`src/rtl/systolic_col_ctrl.sv`:
```
// Sequencer for one systolic column: streams B down the column with diagonal
// row skew, waits for the pipeline to flush, swaps result banks and drains one beat per row.
module systolic_col_ctrl #(
  parameter int unsigned data_size     = 8,
  parameter int unsigned systolic_size = 2,
  parameter int unsigned addr_width    = 8
) (
  input  logic                           clk,
  input  logic                           reset,
  input  logic                           start,
  input  logic [addr_width-1:0]          k_len,
  output logic                           busy,
  output logic                           done,
  output logic                           b_rd_en,
  output logic [addr_width-1:0]          b_addr,
  output logic [systolic_size-1:0]       a_rd_en,
  output logic [systolic_size-1:0]       cal_ele_cho,
  output logic                           mem_ele_cho,
  output logic                           mem_change,
  output logic                           res_valid,
  input  logic                           res_ready,
  output logic [$clog2(systolic_size):0] res_row
);

  localparam int unsigned S     = systolic_size;
  localparam int unsigned ROW_W = $clog2(systolic_size) + 1;

  // Degenerate parameterisations leave no legal column to sequence.
  if (data_size < 1 || systolic_size < 1) begin : g_param_guard
  end

  typedef enum logic [2:0] {
    IDLE  = 3'd0,
    FEED  = 3'd1,
    FLUSH = 3'd2,
    SWAP  = 3'd3,
    DRAIN = 3'd4,
    DONE  = 3'd5
  } state_t;

  state_t                state, state_d;
  logic [addr_width-1:0] k_last, k_last_d;
  logic [ROW_W-1:0]      flush_cnt, flush_cnt_d;
  logic                  busy_d, done_d, b_rd_en_d, mem_ele_cho_d, mem_change_d, res_valid_d;
  logic [addr_width-1:0] b_addr_d;
  logic [S-1:0]          a_rd_en_d, cal_ele_cho_d;
  logic [ROW_W-1:0]      res_row_d;

  // State and registered outputs.
  always_ff @(posedge clk or negedge reset) begin
    if (!reset) begin
      state       <= IDLE;
      k_last      <= '0;
      flush_cnt   <= '0;
      busy        <= 1'b0;
      done        <= 1'b0;
      b_rd_en     <= 1'b0;
      b_addr      <= '0;
      a_rd_en     <= '0;
      cal_ele_cho <= '0;
      mem_ele_cho <= 1'b0;
      mem_change  <= 1'b0;
      res_valid   <= 1'b0;
      res_row     <= '0;
    end else begin
      state       <= state_d;
      k_last      <= k_last_d;
      flush_cnt   <= flush_cnt_d;
      busy        <= busy_d;
      done        <= done_d;
      b_rd_en     <= b_rd_en_d;
      b_addr      <= b_addr_d;
      a_rd_en     <= a_rd_en_d;
      cal_ele_cho <= cal_ele_cho_d;
      mem_ele_cho <= mem_ele_cho_d;
      mem_change  <= mem_change_d;
      res_valid   <= res_valid_d;
      res_row     <= res_row_d;
    end
  end

  // Next state and next output values; b_addr doubles as the k counter during FEED.
  always_comb begin
    state_d       = state;
    k_last_d      = k_last;
    flush_cnt_d   = flush_cnt;
    done_d        = 1'b0;
    b_rd_en_d     = 1'b0;
    b_addr_d      = '0;
    mem_ele_cho_d = mem_ele_cho;
    mem_change_d  = 1'b0;
    res_valid_d   = 1'b0;
    res_row_d     = '0;

    case (state)
      IDLE: begin
        if (start) begin
          if (k_len != '0) begin
            state_d   = FEED;
            k_last_d  = k_len - addr_width'(1);
            b_rd_en_d = 1'b1;
          end else begin
            state_d = DONE;
            done_d  = 1'b1;
          end
        end
      end
      FEED: begin
        if (b_addr == k_last) begin
          state_d     = FLUSH;
          flush_cnt_d = '0;
        end else begin
          b_rd_en_d = 1'b1;
          b_addr_d  = b_addr + addr_width'(1);
        end
      end
      // S cycles: the last row's compute enable falls at the end of this window.
      FLUSH: begin
        if (flush_cnt == ROW_W'(S - 1)) begin
          state_d      = SWAP;
          mem_change_d = 1'b1;
        end else begin
          flush_cnt_d = flush_cnt + ROW_W'(1);
        end
      end
      SWAP: begin
        state_d       = DRAIN;
        mem_ele_cho_d = ~mem_ele_cho;
        res_valid_d   = 1'b1;
      end
      DRAIN: begin
        res_valid_d = 1'b1;
        res_row_d   = res_row;
        if (res_ready) begin
          if (res_row == ROW_W'(S - 1)) begin
            state_d     = DONE;
            done_d      = 1'b1;
            res_valid_d = 1'b0;
            res_row_d   = '0;
          end else begin
            res_row_d = res_row + ROW_W'(1);
          end
        end
      end
      DONE: state_d = IDLE;
      default: state_d = IDLE;
    endcase

    busy_d = (state_d != IDLE);

    // Diagonal skew: row i reads i cycles after B, computes one cycle after its read.
    a_rd_en_d    = '0;
    a_rd_en_d[0] = b_rd_en_d;
    for (int i = 1; i < int'(S); i++) begin
      a_rd_en_d[i] = a_rd_en[i-1];
    end
    cal_ele_cho_d = a_rd_en;
  end

endmodule

```
`config.mk`:
```
export PLATFORM = sky130hd
export DESIGN_NAME = systolic_col_ctrl
export DESIGN_NICKNAME = d
export VERILOG_FILES = /design/src/rtl/systolic_col_ctrl.sv
export SDC_FILE = /design/constraint.sdc
export NUM_CORES = 1
export LEC_CHECK = 0
export BUFFER_PORTS_ARGS = -buffer_cell sky130_fd_sc_hd__buf_2
export CAP_MARGIN = 20
export CORE_MARGIN = 10
export CORE_UTILIZATION = 32
export CTS_BUF_LIST = sky130_fd_sc_hd__clkbuf_4 sky130_fd_sc_hd__clkbuf_8
export DETAILED_ROUTE_END_ITERATION = 16
export PLACE_DENSITY = 0.58
export SLEW_MARGIN = 10
export SYNTH_ARGS = -nofsm -noshare
export SYNTH_HDL_FRONTEND = slang
export SYNTH_SLANG_ARGS = --single-unit
```
`constraint.sdc`:
```
create_clock -name clk -period 1.8 [get_ports clk]
set_clock_uncertainty 0.2 [all_clocks]
set_input_delay 0.09 -clock clk [delete_from_list [all_inputs] [get_ports clk]]
set_output_delay 0.09 -clock clk [all_outputs]
set_load 0.1 [all_outputs]
```
---- Yosys cells after proc, flatten, opt, wreduce, memory -nomap -nowiden ----
Cells that the tools add are included.
cells by class
  mux-type cells .......................... 29
  bitwise operators ....................... 1
  $add $sub $neg .......................... 4
  reduce and logical (&&, ||, !) cells .... 6
  equality and inequality tests ........... 10
operators by type and width
  operator               count
  $mux W3                6
  $mux W8                2
  $pmux W3 S5            1
  $mux W1                11
  $mux W2                5
  $add A8 B1 Y8 const B  1
  $eq A8 B8 Y1           1
  $reduce_bool A8 Y1     1
  $sub A8 B1 Y8 const B  1
  $eq A3 B2 Y1 const B   2
  $ne A2 B2 Y1 const B   3
  $pmux W1 S2            3
  $reduce_and A3 Y1      2
  $add A2 B1 Y2 const B  2
  $eq A2 B1 Y1 const B   2
  $pmux W2 S2            1
  $eq A3 B1 Y1 const B   1
  $eq A3 B3 Y1 const B   1
  $logic_not A3 Y1       1
  $reduce_bool A3 Y1     1
  $reduce_bool A2 Y1     1
  $not A1 Y1             1
storage, ports and cells
  input bits .............................. 12
  word-level logic and storage cells ...... 63
  output and inout port bits .............. 20
  flip-flop bits (word level) ............. 33

---- Longest topological paths before layout ----
  word-level depth ........................ 5
  mapped depth ............................ 6
  gate-level depth less buffers ........... 6

---- Worst setup path before layout ----
No wires, ideal clock.
  kind .................................... register to register
  from .................................... register b_addr[2]
  to ...................................... register state[0]
  stages on the path, launching flop included .. 6
  data required time ...................... 1470 ps
  setup time .............................. 130 ps
  clock period less this slack ............ 2119 ps
  setup slack ............................. -319 ps
  buffers on the path ..................... 1
  arrival time ............................ 1789 ps
  path through ............................ dfrtp_1 > xnor2_1 > nand4_1 > o21ai_0 > buf_2 > o21ai_0
between the ends
  cells in the longest elaborated chain, start to end .. 3
RTL lines
  what                    line  text
  from (decl)             15    output logic [addr_width-1:0] b_addr,
  from (signal assigned)  72    b_addr <= b_addr_d;
  $eq A8 B8 Y1            109   if (b_addr == k_last) begin
  $mux W3                 109
  $pmux W3 S5             95    case (state)
  net state_d[0]          41    state_t state, state_d;
  to (signal assigned)    66    state <= state_d;
  to (decl)               41
The timed path passes the listed nets, and every way through them passes these cells.
A chain may end at the register's enable or synchronous reset.

---- Final worst setup path ----
  from .................................... input k_len[0]
  to ...................................... register k_last[0]
between the ends
  cells in the longest elaborated chain, start to end .. 2
  elaborated cells on any way between the ends .. 3
RTL lines
  what                                                   line  text
  from (decl)                                            11    input logic [addr_width-1:0] k_len,
  branches (longest 2 deep; another with $sub A8 B1 Y8)  -
  to (signal assigned)                                   67    k_last <= k_last_d;
  to (decl)                                              42    logic [addr_width-1:0] k_last, k_last_d;
Parallel ways; which one is timed is not known.

==> metrics.csv <==
stage,metric,value,unit
detailed_routing,num_vias,1204,
floorplanning,io_pins,32,
floorplanning,rows,25,
setup_path,cp-end-kind,register,
timing,worst_slack,0.0821,ns
yosys,yosysMostFrequentCell,dfrtp_1,
setup_path,worstPathRequired,1.76,ns
floorplanning,fp.dieH,89.9,um
floorplanning,die-area,8090,sq um
power_and_ir_drop,cellLeakagePower,0.897,nW
yosys,synth-edff-count,0,
yosys,ys_types,33,
placed_design,gp_congestion,0.784,
yosys,ys_warn_count,0,
timing,fin_crit_sh,0.954,
yosys,syn_inst,153,
detailed_routing,wl_per_cell,12.5,um
timing,rsz0062_at_grt,false,
setup_path,r2r_start,state[2]$_DFF_PN0_,
power_and_ir_drop,p_per_area,1510,nW/um^2
global_route,grt_start_max_net_pins,32,
timing,period_needed,1.72,ns
setup_path,startpoint_type,primary input,
global_route,antenna_found_initial,0,
timing,worstMarginPinSlew,0.681,ns
floorplanning,core,4720,sq um
finish,layout.nets,221,
power_and_ir_drop,ir_worst_vdd,0.000813,V
floorplanning,die_w,89.9,um
detailed_routing,drt_iter0_drc,30,
clock_network,cts.sinks,31,
floorplanning,start_util,0.331,
setup_path,path_class,in2reg,
clock_network,numCtsBuffers,5,
setup_path,critPathMaxFanout,4,
finish,layout-drive-gt1-share,0.325,
clock_network,clkTransAtPathRegs,0.06,ns
yosys,syn_avg_cell_area,10.2,sq um
timing,final-hold-violation-count,0,
yosys,yosysSeqAreaShare,0.496,
clock_network,htree_num_levels,2,
global_route,grt_pass1_vias,1224,
run_status,outcome,finished clean,
clock_network,cts_max_path_buffers,2,
global_route,grt_usage,0.0874,
yosys,ys.flop_type,dfrtp_1,
detailed_routing,wirelength,3420,um
setup_path,regToRegSetupSlack,0.10,ns
timing,fmax,582,MHz
yosys,synth_common_cells,"dfrtp_1, nor2_1, xnor2_1",
detailed_routing,drc,0,
placed_design,dp_hpwl,2450,um
global_route,grt_pass1_wl,5890,um
yosys,ys_seq_elements,31,
timing,hold-worst-slack,0.0140,ns
setup_path,cp-startpoint,k_len[0],
detailed_routing,drt-vias-per-instance,4.41,
yosys,synth_top_area_frac,0.496,
timing,finalSetupViolCount,0,
finish,syn_to_final_growth,31.9,%
yosys,netlist_area,1570,sq um
placed_design,io_buffers,31,
global_route,overflow,0,
finish,antenna_cells,0,
timing,maxSlewHeadroom,0.546,
clock_network,clk_latency,0.28,ns
detailed_routing,ant_nets,0,
timing,setup_tns,0,ns
yosys,async_flop_share,1.00,
clock_network,root_buffer,clkbuf_8,
yosys,syn_nets,169,
clock_network,cts_tree,yes,
setup_path,cp.arrival,1.68,ns
finish,final_util,0.437,
flow_run,maxCapViolCount,0,
finish,fillers,456,
hold_path,min_path_type,in2reg,
hold_path,worstHoldStart,k_len[2],
placed_design,post-place-ws,0.113,ns
yosys,synth.area.top_cells,"dfrtp_1, xnor2_1, nor2_1",
timing,slew_violations,0,
yosys,yosysTopAreaCell,dfrtp_1,
detailed_routing,dr.pass1.iters,4,
flip-flops by register name, indices dropped and copies added (netlist names), 2 cells and up:
| name | count |
|---|---|
| state | 3 |
| res_row | 2 |
| flush_cnt | 2 |
| b_addr | 8 |
| cal_ele_cho | 2 |
| k_last | 8 |
layout by cell type, fill, tap and decap left out, types with 2 or more instances in the layout:
cell / instances
a21oi_1: 8
a21oi_2: 3
and3_1: 2
buf_2: 30
buf_4: 8
buf_6: 2
clkbuf_8: 6
dfrtp_1: 23
dfrtp_2: 6
dfrtp_4: 2
dlygate4sd3_1: 12
ha_1: 3
inv_1: 5
nand2_1: 12
nand3_1: 5
nand4_1: 3
nor2_1: 26
nor2b_1: 2
nor3_1: 3
o21ai_0: 5
o31ai_1: 2
or2_4: 2
xnor2_1: 13
xor2_1: 9
critical path: stages:
cell and delay [ns]:
dlygate4sd3_1 0.56, buf_6 0.11, inv_1 0.06, ha_2 0.20
a311oi_4 0.32, mux2_4 0.33
worst paths after layout:
check,endpoint,cells past startpoint
setup / recovery,k_last[0]$_DFFE_PN0P_,6
hold / removal,k_last[3]$_DFFE_PN0P_,3
setup reg to reg,k_last[0]$_DFFE_PN0P_,3
hold reg to reg,cal_ele_cho[1]$_DFF_PN0_,0
max in group asynchronous,b_addr[2]$_DFF_PN0_,2
min in group asynchronous,b_addr[6]$_DFF_PN0_,2
report_power, final:
part | switching (W) | internal [W]
Combinational | 0.00107 | 0.000397
Clock | 0.000235 | 0.000323
Sequential | 0.000193 | 0.000908
per-stage QoR:
step	std cells	cell area (sq um)	total power (W)
after detailed placement	250	1800	0.00255
final	273	2060	0.00312
after CTS	270	2020	0.00314
after floorplan	153	1580	0.00229
after global routing	273	2060	0.00332
after global placement	250	1800	0.00253
final cells by class:
type | instances | area (sq um) | area share
Sequential cell | 31 | 791 | 0.383
Multi-Input combinational cell | 110 | 723 | 0.350
Timing Repair Buffer | 52 | 353 | 0.171
Clock buffer | 7 | 90.1 | 0.0436
Tap cell | 67 | 83.8 | 0.0406
Inverter | 5 | 18.8 | 0.00909
Clock inverter | 1 | 5.00 | 0.00242
logic make-up after synthesis:
family	after synthesis	share of synthesized area
AO/OA/AOI/OAI	22	0.0967
XOR/XNOR	22	0.123
adder cells (fa/ha/maj)	4	0.0320
buffers and inverters	12	0.0503
flip-flops	31	0.496
multiplexers	1	0.00719
AND/OR/NAND/NOR	61	0.195
repair_timing:
action,in CTS,in global routing
hold buffers,12,0
gates resized for setup,0,8
endpoints found under the hold margin,40,0
setup buffers,0,2
endpoints found under the setup margin,0,8
per-layer routing:
layer,wire (um),part of all wire,global-route usage
met2,1620,0.47,0.139
met5,0,0,0
met3,161,0.047,0.0333
met4,61,0.018,0.0451
met1,1570,0.46,0.0996
Note: power is estimated with default switching activity, not from simulation.
